<file path="src/rtl/prei_md_pingpong_ctrl.sv">
// Ping-pong bank controller between the pre-intra mode engine (writer)
// and the post-intra consumer (reader) of per-CTU mode sets.
module prei_md_pingpong_ctrl #(
    parameter int CNT_W = 16
) (
    input  logic             clk,
    input  logic             rstn,
    input  logic             frame_start_i,
    input  logic             prei_req_i,
    output logic             prei_start_o,
    input  logic             prei_done_i,
    output logic             sel_mod_2_o,
    output logic             posi_valid_o,
    input  logic             posi_done_i,
    output logic             wr_full_o,
    output logic             busy_o,
    output logic [CNT_W-1:0] swap_cnt_o,
    output logic             err_o
);

    typedef enum logic [1:0] {
        IDLE  = 2'd0,
        START = 2'd1,
        RUN   = 2'd2
    } state_t;

    state_t           state;
    state_t           state_nxt;
    logic             wr_full;
    logic             wr_full_nxt;
    logic             sel;
    logic             sel_nxt;
    logic             pv;
    logic             pv_nxt;
    logic             err;
    logic             err_nxt;
    logic [CNT_W-1:0] cnt;
    logic [CNT_W-1:0] cnt_nxt;
    logic             swap;
    logic             prei_err;
    logic             posi_err;
    logic             ctu_done;

    always_ff @(posedge clk or negedge rstn) begin
        if (!rstn) begin
            state   <= IDLE;
            wr_full <= 1'b0;
            sel     <= 1'b0;
            pv      <= 1'b0;
            err     <= 1'b0;
            cnt     <= '0;
        end else begin
            state   <= state_nxt;
            wr_full <= wr_full_nxt;
            sel     <= sel_nxt;
            pv      <= pv_nxt;
            err     <= err_nxt;
            cnt     <= cnt_nxt;
        end
    end

    // A start is only launched from a registered empty write bank, so a
    // swap and the following start land in consecutive cycles.
    always_comb begin
        state_nxt = state;
        case (state)
            IDLE:    if (prei_req_i && !wr_full) state_nxt = START;
            START:   state_nxt = RUN;
            RUN:     if (prei_done_i) state_nxt = IDLE;
            default: state_nxt = IDLE;
        endcase
    end

    assign ctu_done = (state == RUN) && prei_done_i;
    assign swap     = wr_full && (!pv || posi_done_i);
    assign prei_err = prei_done_i && (state != RUN);
    assign posi_err = posi_done_i && !pv;

    always_comb begin
        wr_full_nxt = wr_full;
        sel_nxt     = sel;
        pv_nxt      = pv;
        err_nxt     = err;
        cnt_nxt     = cnt;
        if (swap) begin
            wr_full_nxt = 1'b0;
            sel_nxt     = ~sel;
            pv_nxt      = 1'b1;
            cnt_nxt     = cnt + CNT_W'(1);
        end else begin
            if (ctu_done)    wr_full_nxt = 1'b1;
            if (posi_done_i) pv_nxt      = 1'b0;
        end
        if (prei_err || posi_err) err_nxt = 1'b1;
        if (frame_start_i) begin
            cnt_nxt = '0;
            err_nxt = 1'b0;
        end
    end

    assign prei_start_o = (state == START);
    assign busy_o       = (state != IDLE);
    assign sel_mod_2_o  = sel;
    assign posi_valid_o = pv;
    assign wr_full_o    = wr_full;
    assign swap_cnt_o   = cnt;
    assign err_o        = err;

endmodule

</file>
<file path="config.mk">
export PLATFORM = sky130hd
export DESIGN_NAME = prei_md_pingpong_ctrl
export DESIGN_NICKNAME = d
export VERILOG_FILES = /design/src/rtl/prei_md_pingpong_ctrl.sv
export SDC_FILE = /design/constraint.sdc
export NUM_CORES = 1
export LEC_CHECK = 0
export BUFFER_PORTS_ARGS = -buffer_cell sky130_fd_sc_hd__buf_2
export CORE_ASPECT_RATIO = 0.8
export CORE_MARGIN = 10
export CORE_UTILIZATION = 51
export CTS_BUF_LIST = sky130_fd_sc_hd__clkbuf_4 sky130_fd_sc_hd__clkbuf_8 sky130_fd_sc_hd__clkbuf_16
export CTS_CLUSTER_DIAMETER = 50
export DETAILED_ROUTE_END_ITERATION = 8
export PLACE_DENSITY_LB_ADDON = 0.3
export SLEW_MARGIN = 40
export SYNTH_ARGS = -nofsm -noshare
export SYNTH_HDL_FRONTEND = slang
export SYNTH_SLANG_ARGS = --single-unit
</file>
<file path="constraint.sdc">
create_clock -name clk -period 1.7 [get_ports clk]
set_input_delay 0.255 -clock clk [delete_from_list [all_inputs] [get_ports clk]]
set_output_delay 0.255 -clock clk [all_outputs]
set_load 0.02 [all_outputs]
</file>
==> impl_results.md, run 1 <==
* Status: complete, no violations
* Root Driver: clkbuf_4
* Crit Path Class: flop to flop
* DIE AREA at 4420 sq um
* Fin crit period at around 1.6 ns
* Layout cells sized above 1 at 0.354
* DR DRC count at 0
* Overall die height at around 61 um
* Cells after synthesis at around 110
* CTS buffer count at 3
* Sequential power share at 0.493
* Util after Layout at 0.688
* Pwr per Cell Area at between 1000 and 1500 nW/um^2
* Synthesis-to-layout area growth at 22.9%
* Post-DP HPWL at 2.04 mm
* Vias in the first global route at between 900 and 1000
* Initial antenna violation count at 0
* Flop2flop setup slack at 0.07 ns
* Post-synth cell types at 29
* FMAX at ~0.61 GHz
* 1st-pass router iterations at 4
* Total congestion overflow at 0
* Hold Startpoint: prei_done_i
* IO Pins at 28
* Commonest cells after routing, fill and taps aside: 27 x buf_2, 18 x dfrtp_1, 10 x nor2_1
* VDD IR max at about 0.95 mV
* Switching power share of the total at 0.363
* Initial Utilization at 0.559
* Synth Net Count at ~120
* Synthesized area per cell at ~10 sq um
* Reg2Reg Capture Point: swap_cnt_o[12]
* Critical Path Slowest Stage Cell: or4_1
* Max stage delay on crit path at ~0.5 ns
* Setup violations, final at 0
* Clock skew at about 0.009 ns
* R2R cell count at 4
* First-pass GRT wire length at 4.62 mm
* Fin. max-slew vios at 0
* Syn. warnings at 0
* Total number of vias at roughly 1000
* Required time of the critical path at 1.93 ns
* Htree depth at 1
* Tightest Pin Transition at approximately 0.5 ns
* Reg2reg start: posi_valid_o
* Via density at roughly 5.9
* Fin. Hold Viols at 0
* Hold WC Path Type: primary input to flop
* Critical path launch point type: flop
* CTS tree: yes
* Sw power at a little under 500 uW
* Final worst-path cycle share at 0.958
* Tightest hold margin at ~0.15 ns
* Hold Path Depth at 2
* Most common library cell in the layout ignoring fill and taps: buf_2
* Clock Sink Count at 22
* Routed Antenna Nets at 0
* IO buf count at 27
* Mapped cell area at 1100 sq um
* Row count at 14
* WHS Endpoint: state[1]
* Clock power frac at 0.194
* Die X at slightly above 70 um
* Setup tns final at 0 ns
* Clk_lat worst skew at roughly 0.31 ns
* Core area at roughly 2000 sq um
* Max-slew headroom at 0.675
* CTS clock-pin slew for the worst setup and hold paths at 0.11 ns
* Max-cap violations at 0
* Crit-path cells: nor3b_1 > or2_4 > or4_1 > a21oi_1
* Diode count at 0
* Routed wire length at approximately 2.8 mm
* Final-stage net count at around 150
* Crit-path max FO at 7
* Leakage at 0.000618 uW
* Internal at between 800 and 900 uW
* Crit. End Element: flop
* Seq cells post-synth at 22
* WL/cell at 16.9 um
* Total track usage at 0.131
* GPL Wtd Cong at 0.820
* Seq/Total Area, Yosys at 0.502
* RSZ-0062 raised after global routing: no
* Worst-case clock buffer depth at 2
* DRT iter0 DRCs at roughly 100
* Combinational share of power at 0.313
* Largest net degree at the start of global routing at 23
* Critical Path AT at 1.86 ns
## through the flow
stage / setup WS (ns) / instance area [sq um] / power (uW) / cells
final: 0.0709 / 1350 / 1360 / 168
after global placement: 0.0807 / 1280 / 1090 / 161
after detailed placement: 0.0747 / 1280 / 1100 / 161
after floorplan: 0.0100 / 1100 / 949 / 109
after global routing: 0.0139 / 1350 / 1450 / 168
after CTS: 0.0334 / 1320 / 1360 / 166
## power by group through the flow
stage	logic (uW)	registers (uW)	clock network (uW)
2_1_floorplan	216	732	0
4_1_cts	432	666	266
3_5_place_dp	430	675	0
5_1_grt	471	681	295
3_3_place_gp	420	671	0
6_report	425	669	263
## registers in the layout (all words and copies together), names as in the netlist
| signal | cells |
|---|---|
| err_o | 1 |
| state | 2 |
| wr_full_o | 1 |
| posi_valid_o | 1 |
| sel_mod_2_o | 1 |
| swap_cnt_o | 16 |
## critical path, delay by kind of cell, from the launching register on
| kind | cells | cell delay, ns |
|---|---|---|
| AND/OR/NAND/NOR | 3 | 0.97 |
| flip-flops | 1 | 0.43 |
| AO/OA/AOI/OAI | 1 | 0.16 |
## per-layer routing
layer  up-vias  part of all wire  global-route usage
met1       486              0.43               0.155
met5         -                 0                   0
met2        42              0.49               0.226
li1        469                 -                   -
met3         2             0.076              0.0514
met4         0            0.0060              0.0220
## cell usage after synthesis
cell type  count  area share
or4_1          6       0.041
a31oi_1        1      0.0057
o31ai_1        6       0.041
xnor2_1        4       0.032
and4_1         1      0.0080
and3_1         1      0.0057
buf_6          2       0.021
o21bai_1       1      0.0068
a221oi_1       1      0.0080
a21oi_1        9       0.041
nand3_1        7       0.032
nand4_1        6       0.034
o211ai_4       1       0.019
or3_1          1      0.0057
xor2_1         5       0.040
nor3b_1        2       0.014
dfrtp_1       22        0.50
nor3_1         1      0.0046
or2_4          1      0.0080
ha_1           1       0.011
and2_1         2       0.011
nand2b_1       2       0.011
nor4_1         2       0.011
or2_2          1      0.0057
o21ai_0        1      0.0046
inv_1          2      0.0068
nand2_1        6       0.021
nor2_1        10       0.034
clkbuf_1       4       0.014
## area by class of cell
class	instances	area, sq um
clock buffer	4	30.0
fill	164	613
inverter	2	7.51
multi-input combinational	80	520
sequential	22	556
tap	24	30.0
timing repair buffer	36	205
## timing repair
item | 4_1_cts | 5_1_grt
setup buffers | 0 | 1
gates resized for setup | 0 | 5
hold endpoints to repair | 22 | 0
setup endpoints to repair | 0 | 5
hold buffers | 1 | 0
## cells by family (layout without fill, tap and decap cells)
family                     count (synthesis)  count (layout)  synth area share
AOI/OAI and AO/OA                         20              20             0.127
xor gates and xnor gates                   9               9            0.0718
adders and majority gates                  1               1            0.0114
buffers and inverters                      8              42            0.0410
DFF                                       22              22             0.502
and+or+nand+nor                           49              50             0.247
## worst max path at each step
stage	end	slack, ns	from
after floorplan	swap_cnt_o[15]	0.01	posi_valid_o
after global placement	swap_cnt_o[12]	0.08	swap_cnt_o[0]
after detailed placement	swap_cnt_o[12]	0.07	swap_cnt_o[0]
after CTS	swap_cnt_o[12]	0.03	swap_cnt_o[0]
after global routing	swap_cnt_o[12]	0.01	swap_cnt_o[1]
final	swap_cnt_o[12]	0.07	posi_valid_o
No activity file was read; power rests on OpenSTA's default activity.
==> run 2: changes to the inputs <==
Settings changed: CAP_MARGIN from default to 10, PLACE_DENSITY from default to 0.8, PLACE_DENSITY_LB_ADDON 0.3 to default.
==> impl_results.md, run 2 (synthesis gave the netlist of run 1 again) <==
* First-pass GRT wire length at 4.48 mm (-3.1%)
* Initial Utilization at 0.559 (unchanged)
* Clk_lat worst skew at 0.31 ns (about the same)
* Routed wire length at 2.82 mm (-0.46%)
* Commonest cells after routing, fill and taps aside: 28 x buf_2, 18 x dfrtp_1, 10 x nor2_1
* Clock Sink Count at 22 (unchanged)
* Hold Startpoint: prei_done_i
* Clock power frac at 0.189 (-0.005)
* Diode count at 0 (unchanged)
* Required time of the critical path at 1.94 ns (about the same)
* Fin crit period at 1.65 ns (+0.0194 ns)
* Routed Antenna Nets at 0 (unchanged)
* Sw power at 509 uW (+3.4%)
* R2R cell count at 4 (unchanged)
* Sequential power share at 0.471 (-0.022)
* Switching power share of the total at 0.363 (-0.000617)
* Total power at 1400 uW (+3.5%)
* VDD IR max at 1.04 mV (+9.4%)
* Core area at 1960 sq um (unchanged)
* DR DRC count at 0 (unchanged)
* Largest register FFs at 16 (unchanged)
* Reg2Reg Capture Point: swap_cnt_o[13]
* Layout cells sized above 1 at 0.361 (+0.00694)
* Post-DP HPWL at 2.00 mm (-1.9%)
* Crit. End Element: flop
* Post-Layout Inst Area at 1350 sq um (+0.19%)
* Synthesis-to-layout area growth at 23.1%
* Critical path buffer and inverter count at 0 (unchanged)
* Critical path launch point type: flop
* CTS buffer count at 3 (unchanged)
* Hold Path Depth at 2 (unchanged)
* Overall die height at 61.5 um (unchanged)
* Fin worst setup slack at 0.0516 ns (-0.0194 ns)
* FMAX at 0.607 GHz (-1.2%)
* Family with the most delay on the worst path: simple AND/OR/NAND/NOR gates
* Final worst-path cycle share at 0.970 (+0.0114)
* 1st-pass router iterations at 4 (unchanged)
* Status: complete, no violations
* Crit-path cells: nor3b_1 > or2_4 > or4_1 > a21oi_1
* Pre-CTS WS at -0.0152 ns (-0.0899 ns)
* WL/cell at 16.8 um (-0.46%)
* Hold WC Path Type: primary input to flop
* Worst-case clock buffer depth at 2 (unchanged)
* IO buf count at 27 (unchanged)
* Leakage at 0.000613 uW (-0.82%)
* Total number of vias at 967 (-3.2%)
* Fin. max-slew vios at 0 (unchanged)
* Clock skew at 0.00930 ns (+0.000374 ns)
* Final-stage net count at 152 (unchanged)
* Crit Path Class: flop to flop
* Die X at 71.9 um (unchanged)
* Htree depth at 1 (unchanged)
* Largest net degree at the start of global routing at 23 (unchanged)
* Vias in the first global route at 928 (-5.9%)
* Internal at 895 uW (+3.6%)
* Pwr per Cell Area at 1040 nW/um^2 (+3.3%)
* IO Pins at 28 (unchanged)
* Reg2reg start: posi_valid_o
* Critical Path Slowest Stage Cell: or4_1
* Fin. Hold Viols at 0 (unchanged)
* Critical Path AT at 1.88 ns (+0.02 ns)
* Max stage delay on crit path at 0.51 ns (about the same)
* Setup violations, final at 0 (unchanged)
* WHS Endpoint: state[1]
* Initial antenna violation count at 0 (unchanged)
* Via density at 5.76 (-3.2%)
* Flop2flop setup slack at 0.05 ns (-0.02 ns)
* Root Driver: clkbuf_4
* CTS tree: yes
* CTS clock-pin slew for the worst setup and hold paths at 0.12 ns (about the same)
* DRT iter0 DRCs at 66 (-37%)
* Total track usage at 0.128 (-0.00306)
* Most common library cell in the layout ignoring fill and taps: buf_2
* Placement Cell Area at 1250 sq um (-2.3%)
* DIE AREA at 4420 sq um (unchanged)
* Max-slew headroom at 0.677 (+0.00230)
* Row count at 14 (unchanged)
* Crit-path max FO at 8 (+1)
* Tightest Pin Transition at 0.483 ns (-0.00450 ns)
* GPL Wtd Cong at 0.785 (-4.2%)
* Combinational share of power at 0.340 (+0.027)
* CP Depth at 4 (unchanged)
* Total congestion overflow at 0 (unchanged)
* Max-cap violations at 0 (unchanged)
==> run 2: cell types whose count changed in the layout (fill, tap and decap cells not counted) <==
cell	before	now
a21oi_1	7	6
a21oi_2	2	3
and2_2	1	0
and2_4	0	1
buf_2	27	28
ha_1	1	0
ha_2	0	1
or2_2	2	1
or4_1	5	6
or4_4	1	0
==> run 2: worst max path at each step <==
stage	from	endpoint	slack [ns]
6_report	posi_valid_o	swap_cnt_o[13]	0.05
5_1_grt	swap_cnt_o[1]	swap_cnt_o[12]	-0.009
4_1_cts	posi_valid_o	swap_cnt_o[12]	0.004
3_5_place_dp	swap_cnt_o[0]	swap_cnt_o[12]	-0.02
3_3_place_gp	swap_cnt_o[0]	swap_cnt_o[12]	0.09
2_1_floorplan	posi_valid_o	swap_cnt_o[15]	0.01
==> run 2: timing repair <==
item / CTS / global route
hold endpoints to repair: 22 / 0
hold buffers: 1 / 0
pin swaps: 0 / 2
setup buffers: 0 / 6
setup endpoints to repair: 1 / 6
resized for setup: 1 / 6
cloned: 0 / 0
==> run 2: power by group through the flow <==
stage                     logic, uW  registers [uW]  clock network (uW)
final                           477             661                 266
after global routing            530             671                 299
after CTS                       425             664                 270
after detailed placement        423             673                   0
after global placement          417             667                   0
after floorplan                 216             732                   0
==> run 2: layout make-up <==
| cell class | count | area (sq um) |
|---|---|---|
| clock buffer | 4 | 30.0 |
| fill | 161 | 611 |
| inverter | 2 | 7.51 |
| multi-input combinational | 79 | 518 |
| sequential | 22 | 556 |
| tap | 24 | 30.0 |
| timing repair buffer | 37 | 210 |
==> run 2: stage by stage <==
| step | setup TNS [ns] | instances | utilization | hold WS (ns) |
|---|---|---|---|---|
| final | 0 | 168 | 0.689 | 0.142 |
| after global routing | -0.00892 | 168 | 0.689 | 0.136 |
| after CTS | 0 | 162 | 0.659 | 0.144 |
| after detailed placement | -0.0152 | 157 | 0.638 | 0.241 |
| after global placement | 0 | 157 | 0.638 | 0.240 |
| after floorplan | 0 | 109 | - | -0.0406 |
==> run 2: layer usage <==
layer	part of all wire	global-route usage
met1	0.41	0.147
met2	0.49	0.215
met3	0.089	0.0611
met4	0.0064	0.0303
met5	0	0
==> run 2: worst register-to-register path: stages, from the launching register on <==
cell	delay (ns)
dfrtp_2	0.42
nor3b_1	0.18
or2_4	0.30
or4_1	0.51
a21oi_1	0.17
==> run 3: changes to the inputs <==
Settings changed: BUFFER_PORTS_ARGS -buffer_cell sky130_fd_sc_hd__buf_2 to default, CORE_UTILIZATION 51 to 40, DONT_BUFFER_PORTS from default to 1, PLACE_DENSITY 0.8 to 0.57.
==> impl_results.md, run 3 (synthesis gave the netlist of run 1 again) <==
* Crit-path max FO at 7 (-1)
* Critical Path AT at 1.86 ns (-0.02 ns)
* Routed Antenna Nets at 0 (unchanged)
* DIE AREA at 5250 sq um (+19%)
* Clk_lat worst skew at 0.31 ns (about the same)
* Via density at 5.44 (-5.5%)
* CTS clock-pin slew for the worst setup and hold paths at 0.12 ns (about the same)
* Pre-CTS WS at 0.111 ns (+0.126 ns)
* Hold WC Path Type: primary input to flop
* Row count at 16 (+2)
* Number of fill cells at 246 (+53%)
* Crit Path Class: flop to flop
* Largest net degree at the start of global routing at 23 (unchanged)
* Dpl cells at 155 (-1.3%)
* Multi-input logic area at 518 sq um (unchanged)
* Most common library cell in the layout ignoring fill and taps: dfrtp_1
* Routed wire length at 2.75 mm (-2.6%)
* Setup violations, final at 0 (unchanged)
* Required time of the critical path at 1.93 ns (about the same)
* First-pass GRT wire length at 4.33 mm (-3.2%)
* Tightest Pin Transition at 0.661 ns (+0.178 ns)
* Fin crit period at 1.62 ns (-0.0260 ns)
* Die X at 78.6 um (+9.3%)
* Pwr per Cell Area at 1030 nW/um^2 (-1.2%)
* FMAX at 0.616 GHz (+1.6%)
* Max-slew headroom at 0.558 (-0.120)
* Leakage at 0.000539 uW (-12%)
* Fin worst setup slack at 0.0775 ns (+0.0260 ns)
* Initial Utilization at 0.432 (-0.128)
* Clock skew at 0.00932 ns (+0.0000260 ns)
* Htree depth at 1 (unchanged)
* Largest register FFs at 16 (unchanged)
* Placement Cell Area at 1230 sq um (-1.8%)
* Status: complete, no violations
* Clock Sink Count at 22 (unchanged)
* Max-cap violations at 0 (unchanged)
* WL/cell at 16.9 um (+0.40%)
* DRT iter0 DRCs at 77 (+17%)
* Fin. max-slew vios at 0 (unchanged)
* Diode count at 0 (unchanged)
* Commonest cells after routing, fill and taps aside: 19 x dfrtp_1, 16 x buf_4, 10 x nor2_1
* Post-DP HPWL at 1.95 mm (-2.5%)
* IO Pins at 28 (unchanged)
* Post-Layout Inst Area at 1310 sq um (-3.3%)
* Total power at 1340 uW (-4.5%)
* 1st-pass router iterations at 4 (unchanged)
* Register area at 554 sq um (-0.23%)
* CTS tree: yes
* Total number of vias at 887 (-8.3%)
* CTS buffer count at 3 (unchanged)
* Crit. End Element: flop
* Final worst-path cycle share at 0.954 (-0.0153)
* Root Driver: clkbuf_4
* IO buf count at 0 (-100%)
* Overall die height at 66.8 um (+8.7%)
* Initial antenna violation count at 0 (unchanged)
* Setup tns final at 0 ns (unchanged)
* Synthesis-to-layout area growth at 19.0%
* RSZ-0062 raised after global routing: no
* Worst-case clock buffer depth at 2 (unchanged)
* VDD IR max at 0.717 mV (-31%)
* Final-stage net count at 135 (-11%)
* Total track usage at 0.103 (-0.0252)
* Vias in the first global route at 825 (-11%)
* Post-Layout Cell Count at 163 (-3.0%)
* GPL Wtd Cong at 0.781 (-0.61%)
* Core area at 2540 sq um (+30%)
* Critical path launch point type: flop
* Layout cells sized above 1 at 0.244 (-0.117)
* Total congestion overflow at 0 (unchanged)
* Fin. Hold Viols at 0 (unchanged)
* DR DRC count at 0 (unchanged)
[run 3: worst paths after layout]
check	startpoint	to	slack [ns]	cells past startpoint
worst max-delay path	posi_valid_o	swap_cnt_o[11]	0.08	4
worst min-delay path	prei_done_i	state[1]	0.04	1
worst max register to register	posi_valid_o	swap_cnt_o[11]	0.08	4
worst min register to register	state[1]	state[1]	0.61	2
max in group asynchronous	rstn	posi_valid_o	0.90	2
min in group asynchronous	rstn	swap_cnt_o[5]	0.43	2
[run 3: routing by layer]
metal	part of all wire	vias to the layer above	wire [um]	track usage
met5	0	-	0	0
met4	0.0033	0	9	0.0134
met3	0.094	2	259	0.0536
met2	0.44	22	1200	0.149
met1	0.46	425	1280	0.136
li1	-	438	-	-
[run 3: final cells by class]
type | instances | share of cell area
multi-input combinational | 80 | 0.397
tap | 36 | 0.0345
sequential | 22 | 0.424
clock buffer | 4 | 0.0278
inverter | 2 | 0.00575
timing repair buffer | 19 | 0.111
[run 3: power breakdown]
part	internal (uW)	switching [uW]	leakage, uW
logic	132	247	0.000224
registers	598	74.8	0.000293
clock network	131	159	0.0000210
total	861	481	0.000539
[run 3: per-stage QoR]
step | util | hold slack [ns]
2_1_floorplan | - | -0.0406
3_3_place_gp | 0.483 | -0.0396
3_5_place_dp | 0.483 | -0.0396
4_1_cts | 0.505 | 0.0321
5_1_grt | 0.514 | 0.0225
6_report | 0.514 | 0.0397
[run 3: timing repair]
action / in CTS / in global routing
hold buffers: 2 / 1
setup buffers: 0 / 0
resized for setup: 0 / 3
setup endpoints to repair: 0 / 2
hold endpoints to repair: 39 / 22
[run 3: worst max-delay path, stage by stage, from the launching register on]
cell	delay (ns)
dfrtp_2	0.41
nor3b_2	0.18
or2_4	0.29
or4_1	0.53
a21oi_2	0.14
